[src/rtl/uart_tx_sched.sv]
// uart_tx_sched: shares one byte-level UART transmitter between NUM_REQ packet
// sources. Grants rotate round-robin at packet boundaries, the grant is held
// until the last byte has been sent, and an idle gap follows every packet.
// Optional macro UART_TX_SCHED_PRIO0_EN: requester 0 wins every arbitration
// it takes part in; the remaining requesters stay round-robin.
module uart_tx_sched #(
  parameter int unsigned NUM_REQ     = 4,
  parameter int unsigned GNT_W       = 2,
  parameter int unsigned GAP_CYCLES  = 868,
  parameter int unsigned ACK_TIMEOUT = 16
) (
  input  logic                 clk_50M,
  input  logic                 rst_n,
  input  logic [NUM_REQ-1:0]   req_valid,
  input  logic [8*NUM_REQ-1:0] req_data,
  input  logic [NUM_REQ-1:0]   req_last,
  output logic [NUM_REQ-1:0]   req_ready,
  output logic                 tx_start,
  output logic [7:0]           tx_data,
  input  logic                 tx_busy,
  output logic [GNT_W-1:0]     grant_id,
  output logic                 active,
  output logic                 err
);

  localparam int unsigned ACK_W    = (ACK_TIMEOUT < 2) ? 1 : $clog2(ACK_TIMEOUT + 1);
  localparam int unsigned GAP_W    = (GAP_CYCLES < 2) ? 1 : $clog2(GAP_CYCLES + 1);
  localparam int unsigned ACK_TERM = (ACK_TIMEOUT == 0) ? 0 : ACK_TIMEOUT - 1;
  localparam int unsigned GAP_TERM = (GAP_CYCLES == 0) ? 0 : GAP_CYCLES - 1;

  typedef enum logic [2:0] {
    IDLE,
    LOAD,
    START,
    WAIT_ACK,
    WAIT_DONE,
    GAP
  } state_t;

  state_t             state;
  state_t             state_n;
  logic [GNT_W-1:0]   last_gnt;
  logic [GNT_W-1:0]   pick;
  logic               found;
  int unsigned        rr_j;
  logic               lock;
  logic               last_byte;
  logic [ACK_W-1:0]   ack_cnt;
  logic [GAP_W-1:0]   gap_cnt;
  logic               ack_expired;
  logic               gap_done;

  assign ack_expired = (ack_cnt == ACK_W'(ACK_TERM));
  assign gap_done    = (gap_cnt == GAP_W'(GAP_TERM));

  // Arbitration: first valid requester after last_gnt, wrapping around.
  always_comb begin
    pick  = last_gnt;
    found = 1'b0;
    rr_j  = 0;
    for (int unsigned i = 1; i <= NUM_REQ; i++) begin
      rr_j = (32'(last_gnt) + i) % NUM_REQ;
      if (!found && req_valid[rr_j[GNT_W-1:0]]) begin
        found = 1'b1;
        pick  = rr_j[GNT_W-1:0];
      end
    end
`ifdef UART_TX_SCHED_PRIO0_EN
    if (req_valid[0]) pick = '0;
`endif
  end

  // State register.
  always_ff @(posedge clk_50M) begin
    if (!rst_n) state <= IDLE;
    else        state <= state_n;
  end

  // Next-state logic and the combinational handshake/pulse outputs.
  always_comb begin
    state_n   = state;
    req_ready = '0;
    tx_start  = 1'b0;
    err       = 1'b0;
    case (state)
      IDLE: begin
        if (|req_valid) state_n = LOAD;
      end
      LOAD: begin
        req_ready[grant_id] = 1'b1;
        if (req_valid[grant_id]) state_n = START;
        else if (!lock)          state_n = IDLE;
      end
      START: begin
        tx_start = 1'b1;
        state_n  = WAIT_ACK;
      end
      WAIT_ACK: begin
        if (tx_busy) begin
          state_n = WAIT_DONE;
        end else if (ack_expired) begin
          err     = 1'b1;
          state_n = GAP;
        end
      end
      WAIT_DONE: begin
        if (!tx_busy) state_n = last_byte ? GAP : LOAD;
      end
      GAP: begin
        if (gap_done) state_n = IDLE;
      end
      default: state_n = IDLE;
    endcase
  end

  // Grant, byte latch, packet lock and the two saturating counters.
  // Both counters are held at zero outside their own state, which clears
  // them on entry without a separate entry strobe.
  always_ff @(posedge clk_50M) begin
    if (!rst_n) begin
      grant_id  <= '0;
      active    <= 1'b0;
      tx_data   <= '0;
      last_byte <= 1'b0;
      lock      <= 1'b0;
      last_gnt  <= GNT_W'(NUM_REQ - 1);
      ack_cnt   <= '0;
      gap_cnt   <= '0;
    end else begin
      if (state != WAIT_ACK)  ack_cnt <= '0;
      else if (!ack_expired)  ack_cnt <= ack_cnt + 1'b1;

      if (state != GAP)       gap_cnt <= '0;
      else if (!gap_done)     gap_cnt <= gap_cnt + 1'b1;

      case (state)
        IDLE: begin
          if (|req_valid) begin
            grant_id <= pick;
            active   <= 1'b1;
          end
        end
        LOAD: begin
          if (req_valid[grant_id]) begin
            tx_data   <= req_data[8*grant_id +: 8];
            last_byte <= req_last[grant_id];
            lock      <= 1'b1;
          end else if (!lock) begin
            active <= 1'b0;
          end
        end
        WAIT_ACK: begin
          if (!tx_busy && ack_expired) begin
            lock     <= 1'b0;
            last_gnt <= grant_id;
          end
        end
        WAIT_DONE: begin
          if (!tx_busy && last_byte) begin
            lock     <= 1'b0;
            last_gnt <= grant_id;
          end
        end
        GAP: begin
          if (gap_done) active <= 1'b0;
        end
        default: ;
      endcase
    end
  end

endmodule

[config.mk]
export PLATFORM = sky130hd
export DESIGN_NAME = uart_tx_sched
export DESIGN_NICKNAME = d
export VERILOG_FILES = /design/src/rtl/uart_tx_sched.sv
export SDC_FILE = /design/constraint.sdc
export NUM_CORES = 1
export LEC_CHECK = 0
export ABC_CLOCK_PERIOD_IN_PS = 5500
export BUFFER_PORTS_ARGS = -buffer_cell sky130_fd_sc_hd__buf_2
export CAP_MARGIN = 20
export CORE_UTILIZATION = 39
export CTS_CLUSTER_DIAMETER = 80
export DETAILED_ROUTE_END_ITERATION = 7
export HOLD_SLACK_MARGIN = 0.02
export SLEW_MARGIN = 20
export SYNTH_ARGS = -nofsm -noshare
export SYNTH_HDL_FRONTEND = slang
export SYNTH_SLANG_ARGS = --single-unit
[constraint.sdc]
create_clock -name clk_50M -period 5.5 [get_ports clk_50M]
set_input_delay 0 -clock clk_50M [delete_from_list [all_inputs] [get_ports clk_50M]]
set_output_delay 0 -clock clk_50M [all_outputs]
set_load 0.05 [all_outputs]
After elaboration in Yosys (flattened, before gate mapping)
Index checks and enable logic that the tools add are counted.

word-level totals
  memories = 0
  memory bits (writable) = 0
  ROM bits = 0
  bits in latches = 0
  word-level logic and storage cells = 112
  flip-flop bits (word level) = 33

operators by class
  $lt $le $gt $ge = 6
  bitwise logic cells = 1
  reduce and logical (&&, ||, !) cells = 23
  div/mod/pow operators = 0
  $add $sub $neg = 6
  mux-type cells = 47
  equality and inequality tests = 19
  shift-type cells = 1
  multipliers = 0

operators with widths
  operator                                                               count
  32-bit by 6-bit indexed part select with 8-bit output                  1
  3-bit 2-to-1 mux                                                       8
  1-bit 2-to-1 mux                                                       21
  3-bit one-hot mux with 6 select lines                                  1
  2-bit inequality test, second input constant                           8
  2-bit by 3-bit < comparator with 1-bit output, second input constant   5
  1-bit binary-select mux with 2-bit select                              6
  2-bit 2-to-1 mux                                                       6
  10-bit by 1-bit adder with 10-bit output, second input constant        1
  10-bit equality test, second input constant                            1
  5-bit AND reduction                                                    2
  3-bit inequality test, second input constant                           3
  3-bit by 2-bit equality test with 1-bit output, second input constant  2
  3-bit equality test, second input constant                             2
  1-bit logical AND                                                      6
  1-bit one-hot mux with 3 select lines                                  2
  3-bit nonzero test                                                     2
  5-bit by 1-bit adder with 5-bit output, second input constant          1
  5-bit by 4-bit equality test with 1-bit output, second input constant  1
  2-bit by 1-bit adder with 2-bit output, second input constant          2
  2-bit adder, second input constant                                     2
  1-bit zero test                                                        4
  4-bit 2-to-1 mux                                                       1
  2-bit one-hot mux with 2 select lines                                  1
  other kinds (12)                                                       14

Logic depth before layout (Yosys ltp)
Gate-level depths: netlist (run 1).

  depth in word-level cells = 13
  depth in mapped cells = 9
  mapped depth without buffers = 8

Worst setup path before layout (run 1)
Ideal clock, no wire load.

  path type = reg2out
  start = register grant_id[0]
  end = output port req_ready[1]
  stages on the path, launching flop included = 4
  path slack = 3.170 ns
  arrival time = 2.330 ns
  cell sequence = dfxtp_1 > buf_2 > buf_2 > nor3b_1

on the way
  cells in the longest elaborated chain, start to end = 5
  elaborated cells between the ends (all ways) = 6
  classes of those cells = 2 x order compare; 3 x mux; 1 x reduce/logical

RTL lines
  item                                                                                                                                   line  text
  start, declared                                                                                                                        21    output logic [GNT_W-1:0] grant_id,
  start signal, assigned                                                                                                                 139   grant_id <= pick;
  2-bit by 3-bit < comparator with 1-bit output (not written as such) or 2-bit by 1-bit >= comparator with 1-bit output (tied branches)  90    req_ready[grant_id] = 1'b1;
  1-bit logical AND (not written as such)                                                                                                90
  1-bit 2-to-1 mux (not written as such)                                                                                                 90
  1-bit demux with 2-bit select *                                                                                                        90
  4-bit 2-to-1 mux *                                                                                                                     85    case (state)
  end, declared                                                                                                                          17    output logic [NUM_REQ-1:0] req_ready,

Every way passes the cells marked *; elsewhere a longest branch is shown, timed or not.

Worst setup path in the final report (run 1)
  start = register grant_id[1]
  end = register tx_data[6]

on the way
  cells in the longest elaborated chain, start to end = 3
  elaborated cells between the ends (all ways) = 4
  classes of those cells = 1 x shift; 2 x mux; 1 x reduce/logical

RTL lines
  item                                                                                           line  text
  branches (longest 3 deep; another with 32-bit by 6-bit indexed part select with 8-bit output)  n/a
  end signal, assigned                                                                           145   tx_data <= req_data[8*grant_id +: 8];
  end, declared                                                                                  19    output logic [7:0] tx_data,

Parallel ways; which one is timed is not known. The select of a mux whose other input is x is not followed.
A chain may end at the register's enable or synchronous reset.

==> results of run 1 <==
==> synth_stat cells, drive strengths merged <==
library cell   n
mux4          10
a211oi         1
dfxtp         33
and4bb         1
clkbuf         6
nor2b          2
nand2         12
o21ai          6
o22ai          1
nand2b         2
buf            4
a31oi          3
or2            1
nor3           5
inv            8
xor2           7
o31ai          1
xnor2          4
ha             3
nor3b          2
nand3          8
a21oi          9
a22oi          1
a32oi          1
mux2i         13
o211ai         2
nor2          34
nor4           2
and3           4
o221a          1
nand4          2
nand4b         1
o311ai         1
==> path summary, 6_finish.rpt <==
check / to / cells after the start / from / slack (ns)
max reg2reg: tx_data[6]$_SDFFE_PN0P_ / 4 / grant_id[1]$_SDFFE_PN0P_ / 3.42
min: state[0]$_SDFFE_PN0P_ / 4 / tx_busy / 0.11
max: tx_data[6]$_SDFFE_PN0P_ / 4 / grant_id[1]$_SDFFE_PN0P_ / 3.42
min reg2reg: ack_cnt[4]$_SDFFE_PP0P_ / 2 / ack_cnt[4]$_SDFFE_PP0P_ / 0.49
==> report_power, final <==
part / switching [mW] / leakage (nW) / internal (mW)
clock network: 0.0840 / 0.0542 / 0.113
registers: 0.0255 / 0.268 / 0.254
logic: 0.0927 / 0.670 / 0.0663
==> through the flow <==
step                area, µm²  worst slack, ns
finish                   2190             3.42
global route             2190             3.29
CTS                      2190             3.41
detailed placement       2080             3.41
global placement         2080             3.46
floorplan                1780             3.17
==> registers in the layout (all words and copies together) (netlist names) <==
register / flops
tx_data: 8
gap_cnt: 10
ack_cnt: 5
last_gnt: 2
last_byte: 1
active: 1
grant_id: 2
state: 3
lock: 1
==> logic make-up (layout without fill, tap and decap cells) <==
| kind of cell | after synthesis | after routing | share of synthesized area |
|---|---|---|---|
| simple gates | 76 | 76 | 0.201 |
| flops | 33 | 33 | 0.371 |
| compound gates | 27 | 27 | 0.0963 |
| mux | 23 | 23 | 0.204 |
| buf+inv | 18 | 76 | 0.0527 |
| xor+xnor | 11 | 11 | 0.0541 |
| fa+ha+maj | 3 | 3 | 0.0211 |
==> layout make-up <==
| cell class | instances | share of cell area |
|---|---|---|
| Tap cell | 52 | 0.0297 |
| Clock buffer | 7 | 0.0440 |
| Sequential cell | 33 | 0.302 |
| Clock inverter | 1 | 0.00229 |
| Multi-Input combinational cell | 140 | 0.469 |
| Inverter | 8 | 0.0137 |
| Timing Repair Buffer | 60 | 0.140 |
==> what timing repair did <==
item	4_1_cts	5_1_grt
buffers inserted	0	0
hold buffers	1	0
endpoints found under the hold margin	2	0
==> per-layer routing <==
metal  up-vias  part of all wire  track usage
li1        797                 -            -
met1       689              0.48        0.208
met2        43              0.47        0.274
met3         2             0.048       0.0392
met4         0            0.0062       0.0476
met5         -                 0            0
==> worst max-delay path: stages, from the launching register on <==
cell and delay [ns]:
dfxtp_1 0.74, mux4_2 0.63, nand2_2 0.30, mux2i_1 0.23, nor2_1 0.05
==> out/qor.yml, run 1 <==
global_route:
  grt_start_max_net_pins: 18
  first_global_vias: 1488
  grtUsageTotal: 0.163
  antenna_found_initial: 0
  grt.overflow.total: 0
  grt_pass1_wl_um: 6400
placed_design:
  numPortBuffers: 59
  place.gp.congestion: 0.835
  placed_cells: 292
  place_hpwl_um: 2820
detailed_routing:
  drt_iter0_markers: 48
  routedWlPerCell_um: 12.3
  viasPerCell: 5.09
  totalWireLength_um: 3710
  drc_errors: 0
  ant_nets: 0
  drt_first_pass_iters: 4
  route.vias.total: 1531
cells_and_area:
  fin_cells: 301
  final_common_cell: "buf_2"
  syn_to_final_growth_pct: 22.9
  antennaDiodeCount: 0
  fin_util: 0.499
  multi_input_area_um2: 1030
  nets: 294
  drive_above_1_share: 0.321
  regArea_um2: 661
  mostFrequentLayoutCells: "buf_2 (59), nor2_1 (34), dfxtp_1 (33)"
  n_fill_cell: 424
synthesis:
  ys_types: 37
  synth-seq-cells: 33
  synth_area_leaders: "dfxtp_1 (37%), mux4_2 (10%), mux2i_1 (7.3%), nor2_1 (7.2%), xor2_1 (3.4%)"
  synthCells: 191
  yosysTopAreaCellShare: 0.371
  synth_top_area_cell: "dfxtp_1"
  synth_nets: 237
  syn_area_um2: 1780
  syn_area_per_cell_um2: 9.32
  ys_seq_area_frac: 0.371
  yosys_warnings: 0
setup_path:
  arrival_ns: 2.23
  critPathKind: "reg -> reg"
  cp_max_fo: 17
  required_ns: 5.66
  end_kind: "flop"
  worstSetupStartpointType: "flop"
sta:
  finalHoldViolCount: 0
  grt_setup_unrepaired: "false"
  hold_ws_ns: 0.110
  worst_pin_slew_ns: 0.759
  max_freq_mhz: 482
  finalMaxSlewViolations: 0
  min_period_ns: 2.08
  final.setup_skew_ns: 0.00315
  setup_tns_ns: 0
  setup_viol: 0
  post-route-period-util: 0.378
  relSlewSlack: 0.493
hold_path:
  hold_path_class: "in -> reg"
outcome:
  status: "finished, final reports clean"
floorplanning:
  die_x_um: 69.6
  core_area_um2: 4380
  start_util: 0.406
  die_h_um: 69.6
  rows: 24
  io_pins: 60
  dieArea_um2: 4840
clock_network:
  postCtsResizedCells: 0
  cts_tree: "yes"
  cts_made_buffers: 5
  clk_latency_ns: 0.28
  path_clk_slew_ns: 0.07
  htree_levels: 2
  root_buffer: "clkbuf_8"
  clock_path_buffers: 2
  cts_sinks: 33
power:
  finalPower_mw: 0.635
  leakagePower_nw: 0.992
  p_per_area_nw_per_um2: 290
  ir_drop_v: 0.000180
job:
  cap_violations: 0
No activity file was read; power rests on OpenSTA's default activity.
==> inputs of run 2 (changes only) <==
--- a/config.mk
+++ b/config.mk
@@ -5,13 +5,14 @@
 export SDC_FILE = /design/constraint.sdc
 export NUM_CORES = 1
 export LEC_CHECK = 0
-export ABC_CLOCK_PERIOD_IN_PS = 5500
+export ABC_CLOCK_PERIOD_IN_PS = 1850
 export BUFFER_PORTS_ARGS = -buffer_cell sky130_fd_sc_hd__buf_2
 export CAP_MARGIN = 20
 export CORE_UTILIZATION = 39
 export CTS_CLUSTER_DIAMETER = 80
 export DETAILED_ROUTE_END_ITERATION = 7
 export HOLD_SLACK_MARGIN = 0.02
+export PLACE_DENSITY = 0.67
 export SLEW_MARGIN = 20
 export SYNTH_ARGS = -nofsm -noshare
 export SYNTH_HDL_FRONTEND = slang
==> constraint.sdc (replaced) <==
create_clock -name clk_50M -period 1.85 [get_ports clk_50M]
set_input_delay 0 -clock clk_50M [delete_from_list [all_inputs] [get_ports clk_50M]]
set_output_delay 0 -clock clk_50M [all_outputs]
set_load 0.05 [all_outputs]
==> run 2 against run 1 <==
Clock power grew to 3.5 times the previous value. Sequential share of layout area is 1.0 points lower. Highest routed layer unchanged. Worst hold slack worse by 0.0057 ns. Routed wire length is 1.1% higher. Combinational power grew to 3.4 times the previous value. Final cell count is 2.3% higher.
==> out/qor.yml, run 2 (synthesis results as in run 1) <==
outcome:
  status: "finished, final reports clean"
setup_path:
  critPathMaxStageDelay_ns: 0.48
  crit_buf_inv: 1
  arrival_ns: 1.70
  worstSetupStartpointType: "flop"
  cp_max_fo: 9
  required_ns: 1.85
  critPathKind: "reg -> out"
  rrSetupSlack_ns: 0.15
  cpMaxStageDelayCell: "dfxtp_1"
  crit_family: "simple AND/OR/NAND/NOR gates"
  end_kind: "output pin"
  crit_chain: "nand2b_1, or2_2, nor3b_2, buf_2"
clock_network:
  postCtsSetupRepairBufs: 0
  cts_tree: "yes"
  clock_path_buffers: 2
  path_clk_slew_ns: 0.07
  root_buffer: "clkbuf_8"
  htree_levels: 2
  clk_latency_ns: 0.28
  cts_made_buffers: 5
  cts_sinks: 33
floorplanning:
  start_util: 0.406
  core_area_um2: 4380
  rows: 24
  die_h_um: 69.6
  dieArea_um2: 4840
  die_x_um: 69.6
  io_pins: 60
detailed_routing:
  routedWlPerCell_um: 12.2
  drc_errors: 0
  ant_nets: 0
  viasPerCell: 5.10
  drt_iter0_markers: 49
  totalWireLength_um: 3750
  route.vias.total: 1572
  drt_first_pass_iters: 4
power:
  finalPower_mw: 2.03
  ir_drop_v: 0.000508
  p_per_area_nw_per_um2: 893
  leakagePower_nw: 1.04
cells_and_area:
  largest-register: "gap_cnt"
  largest_reg_flops: 10
  syn_to_final_growth_pct: 27.6
  final_common_cell: "buf_2"
  mostFrequentLayoutCells: "buf_2 (59), nor2_1 (34), dfxtp_1 (31)"
  nets: 301
  n_fill_cell: 409
  top_regs: "gap_cnt x10, tx_data x8, ack_cnt x5"
  antennaDiodeCount: 0
  drive_above_1_share: 0.355
global_route:
  grt_pass1_wl_um: 6260
  grt_start_max_net_pins: 17
  grtUsageTotal: 0.161
  antenna_found_initial: 0
  grt.overflow.total: 0
  first_global_vias: 1432
sta:
  worst_pin_slew_ns: 0.438
  min_period_ns: 1.70
  final.setup_skew_ns: 0.00662
  setup_viol: 0
  max_freq_mhz: 588
  hold_ws_ns: 0.104
  setup_slack_ns: 0.148
  finalHoldViolCount: 0
  relSlewSlack: 0.707
  finalMaxSlewViolations: 0
  post-route-period-util: 0.920
placed_design:
  place.gp.congestion: 0.801
  place_hpwl_um: 2800
  pre_cts_ws_ns: 0.149
  numPortBuffers: 59
hold_path:
  hold_path_class: "in -> reg"
job:
  cap_violations: 0
[run 2: final timing paths]
check,start,to,cells past startpoint
worst min register to register,tx_data[5]$_SDFFE_PN0P_,tx_data[5]$_SDFFE_PN0P_,2
worst min-delay path,req_valid[2],grant_id[1]$_SDFFE_PN0P_,3
worst max-delay path,state[0]$_SDFFE_PN0P_,req_ready[1],4
worst max register to register,ack_cnt[0]$_SDFFE_PP0P_,state[0]$_SDFFE_PN0P_,8
[run 2: worst min-delay path: cells and delay by family]
kind                   cells  cell delay [ns]
buffers and inverters      1             0.11
AO/OA/AOI/OAI              2             0.25
[run 2: area by class of cell]
type                            instances  area (µm²)  area share
Multi-Input combinational cell        140        1040       0.458
Sequential cell                        33         663       0.292
Timing Repair Buffer                   67         358       0.157
Clock buffer                            7        86.3      0.0380
Tap cell                               52        65.1      0.0286
Clock inverter                          1        30.0      0.0132
Inverter                                8        30.0      0.0132
[run 2: power breakdown]
part,total (mW),switching [mW],internal (mW)
logic,0.541,0.322,0.219
clock network,0.694,0.255,0.439
registers,0.794,0.0385,0.756
total,2.03,0.616,1.41
[run 2: through the flow]
step	setup TNS [ns]	instance area (µm²)	util	cells
6_report	0	2270	0.518	308
3_5_place_dp	0	2140	0.489	299
2_1_floorplan	0	1790	-	191
5_1_grt	-0.0117	2270	0.518	308
4_1_cts	0	2270	0.517	308
3_3_place_gp	0	2140	0.489	299
[run 2: routing by layer]
metal  share of wire  vias to the layer above  GRT usage
li1                -                      811          -
met5               0                        -          0
met4           0.012                        0     0.0522
met1            0.46                      705      0.193
met3           0.055                        5     0.0523
met2            0.48                       51      0.271
[run 2: repair_timing]
action,4_1_cts,5_1_grt
hold buffers,1,0
hold endpoints to repair,2,0
endpoints found under the setup margin,0,2
gates resized for setup,0,1
==> inputs of run 3 (changes only) <==
--- a/config.mk
+++ b/config.mk
@@ -13,6 +13,7 @@
 export DETAILED_ROUTE_END_ITERATION = 7
 export HOLD_SLACK_MARGIN = 0.02
 export PLACE_DENSITY = 0.67
+export RECOVER_POWER = 50
 export SLEW_MARGIN = 20
 export SYNTH_ARGS = -nofsm -noshare
 export SYNTH_HDL_FRONTEND = slang
==> run 3 against run 2 <==
Highest routed layer unchanged. Core utilization is 0.49 points lower. Clock power hardly changed. Largest power group unchanged. Routed wire length hardly changed. Maximum frequency hardly changed. Register-to-register slack hardly changed.
==> out/qor.yml, run 3 (synthesis results as in run 1) <==
outcome:
  status: "finished, final reports clean"
floorplanning:
  core_area_um2: 4380
  dieArea_um2: 4840
  die_h_um: 69.6
  start_util: 0.406
  die_x_um: 69.6
  rows: 24
  io_pins: 60
setup_path:
  cp_max_fo: 9
  rr_worst_depth: 8
  crit_buf_inv: 1
  critPathMaxStageDelay_ns: 0.48
  crit_family: "simple AND/OR/NAND/NOR gates"
  arrival_ns: 1.70
  r2r_end: "state[0]$_SDFFE_PN0P_"
  required_ns: 1.85
  worstSetupStartpointType: "flop"
  end_kind: "output pin"
  cpMaxStageDelayCell: "dfxtp_1"
  critPathKind: "reg -> out"
  regToRegStartpoint: "ack_cnt[0]$_SDFFE_PP0P_"
  crit_chain: "nand2b_1, or2_2, nor3b_2, buf_2"
  rrSetupSlack_ns: 0.16
global_route:
  antenna_found_initial: 0
  first_global_vias: 1432
  grt_pass1_wl_um: 6260
  grt_start_max_net_pins: 17
  grt.overflow.total: 0
  grtUsageTotal: 0.161
clock_network:
  root_buffer: "clkbuf_8"
  clock_path_buffers: 2
  clk_latency_ns: 0.28
  htree_levels: 2
  cts_tree: "yes"
  postCtsSetupRepairBufs: 0
  cts_made_buffers: 5
  path_clk_slew_ns: 0.07
  cts_sinks: 33
cells_and_area:
  drive_above_1_share: 0.301
  fin_cells: 308
  antennaDiodeCount: 0
  n_fill_cell: 415
  largest-register: "gap_cnt"
  multi_input_area_um2: 1040
  fin_area_um2: 2250
  final_common_cell: "buf_2"
  fin_util: 0.513
  nets: 301
  syn_to_final_growth_pct: 26.4
  mostFrequentLayoutCells: "buf_2 (48), nor2_1 (34), dfxtp_1 (31)"
  largest_reg_flops: 10
  regArea_um2: 663
  top_regs: "gap_cnt x10, tx_data x8, ack_cnt x5"
sta:
  hold_ws_ns: 0.108
  finalMaxSlewViolations: 0
  post-route-period-util: 0.920
  setup_viol: 0
  finalHoldViolCount: 0
  worst_pin_slew_ns: 0.611
  relSlewSlack: 0.594
  min_period_ns: 1.70
  final.setup_skew_ns: 0.00652
  setup_tns_ns: 0
  setup_slack_ns: 0.147
  max_freq_mhz: 587
detailed_routing:
  viasPerCell: 5.11
  drt_first_pass_iters: 4
  route.vias.total: 1574
  totalWireLength_um: 3750
  routedWlPerCell_um: 12.2
  drc_errors: 0
  ant_nets: 0
  drt_iter0_markers: 45
placed_design:
  numPortBuffers: 59
  placed_cells: 299
  place.gp.congestion: 0.801
  placed_cell_area_um2: 2140
  pre_cts_ws_ns: 0.149
  place_hpwl_um: 2800
hold_path:
  hold_path_class: "in -> reg"
  holdPathEnd: "grant_id[1]$_SDFFE_PN0P_"
  min_from: "req_valid[2]"
  hold_path_depth: 3
power:
  finalPower_mw: 2.02
  p_per_area_nw_per_um2: 896
  leakagePower_nw: 0.989
  ir_drop_v: 0.000501
job:
  cap_violations: 0
-- run 3: changes by cell type in the layout (fill, tap and decap cells not counted), sizes merged --
cell,delta
buf,-13
clkbuf,+13
-- run 3: report_power, final --
| part | internal, mW | total (mW) | switching (mW) |
|---|---|---|---|
| Clock | 0.439 | 0.693 | 0.254 |
| Combinational | 0.206 | 0.528 | 0.322 |
| Sequential | 0.756 | 0.795 | 0.0395 |
| Total | 1.40 | 2.02 | 0.616 |
-- run 3: layer usage --
metal / vias up / track usage / wire, µm / part of all wire
li1: 810 / - / - / -
met1: 707 / 0.193 / 1700 / 0.45
met2: 52 / 0.271 / 1790 / 0.48
met3: 5 / 0.0523 / 217 / 0.058
met4: 0 / 0.0522 / 46 / 0.012
met5: - / 0 / 0 / 0
-- run 3: tightest hold or removal path, stage by stage --
cell,delay (ns)
buf_2,0.11
o311ai_0,0.12
a21oi_1,0.13
-- run 3: what timing repair did --
| item | CTS | global route |
|---|---|---|
| hold buffers | 1 | 0 |
| setup endpoints to repair | 0 | 2 |
| endpoints found under the hold margin | 2 | 0 |
| gates resized for setup | 0 | 1 |
-- run 3: layout make-up --
class                      count  share of cell area
clock buffer                   7              0.0384
inverter                       8              0.0133
clock inverter                 1              0.0133
multi-input combinational    140               0.462
timing repair buffer          67               0.150
tap                           52              0.0289
sequential                    33               0.295
-- run 3: how the worst max path moves through the flow --
stage | from | endpoint | slack, ns | cells after the start
CTS | ack_cnt[0]$_SDFFE_PP0P_ | state[0]$_SDFFE_PN0P_ | 0.13 | 8
finish | state[0]$_SDFFE_PN0P_ | req_ready[1] | 0.15 | 4
global route | ack_cnt[0]$_SDFFE_PP0P_ | state[0]$_SDFFE_PN0P_ | -0.008 | 8
global placement | ack_cnt[0]$_SDFFE_PP0P_ | state[0]$_SDFFE_PN0P_ | 0.18 | 8
detailed placement | ack_cnt[0]$_SDFFE_PP0P_ | state[0]$_SDFFE_PN0P_ | 0.15 | 8
floorplan | ack_cnt[0]$_SDFFE_PP0P_ | state[0]$_SDFFE_PN0P_ | 0.02 | 9
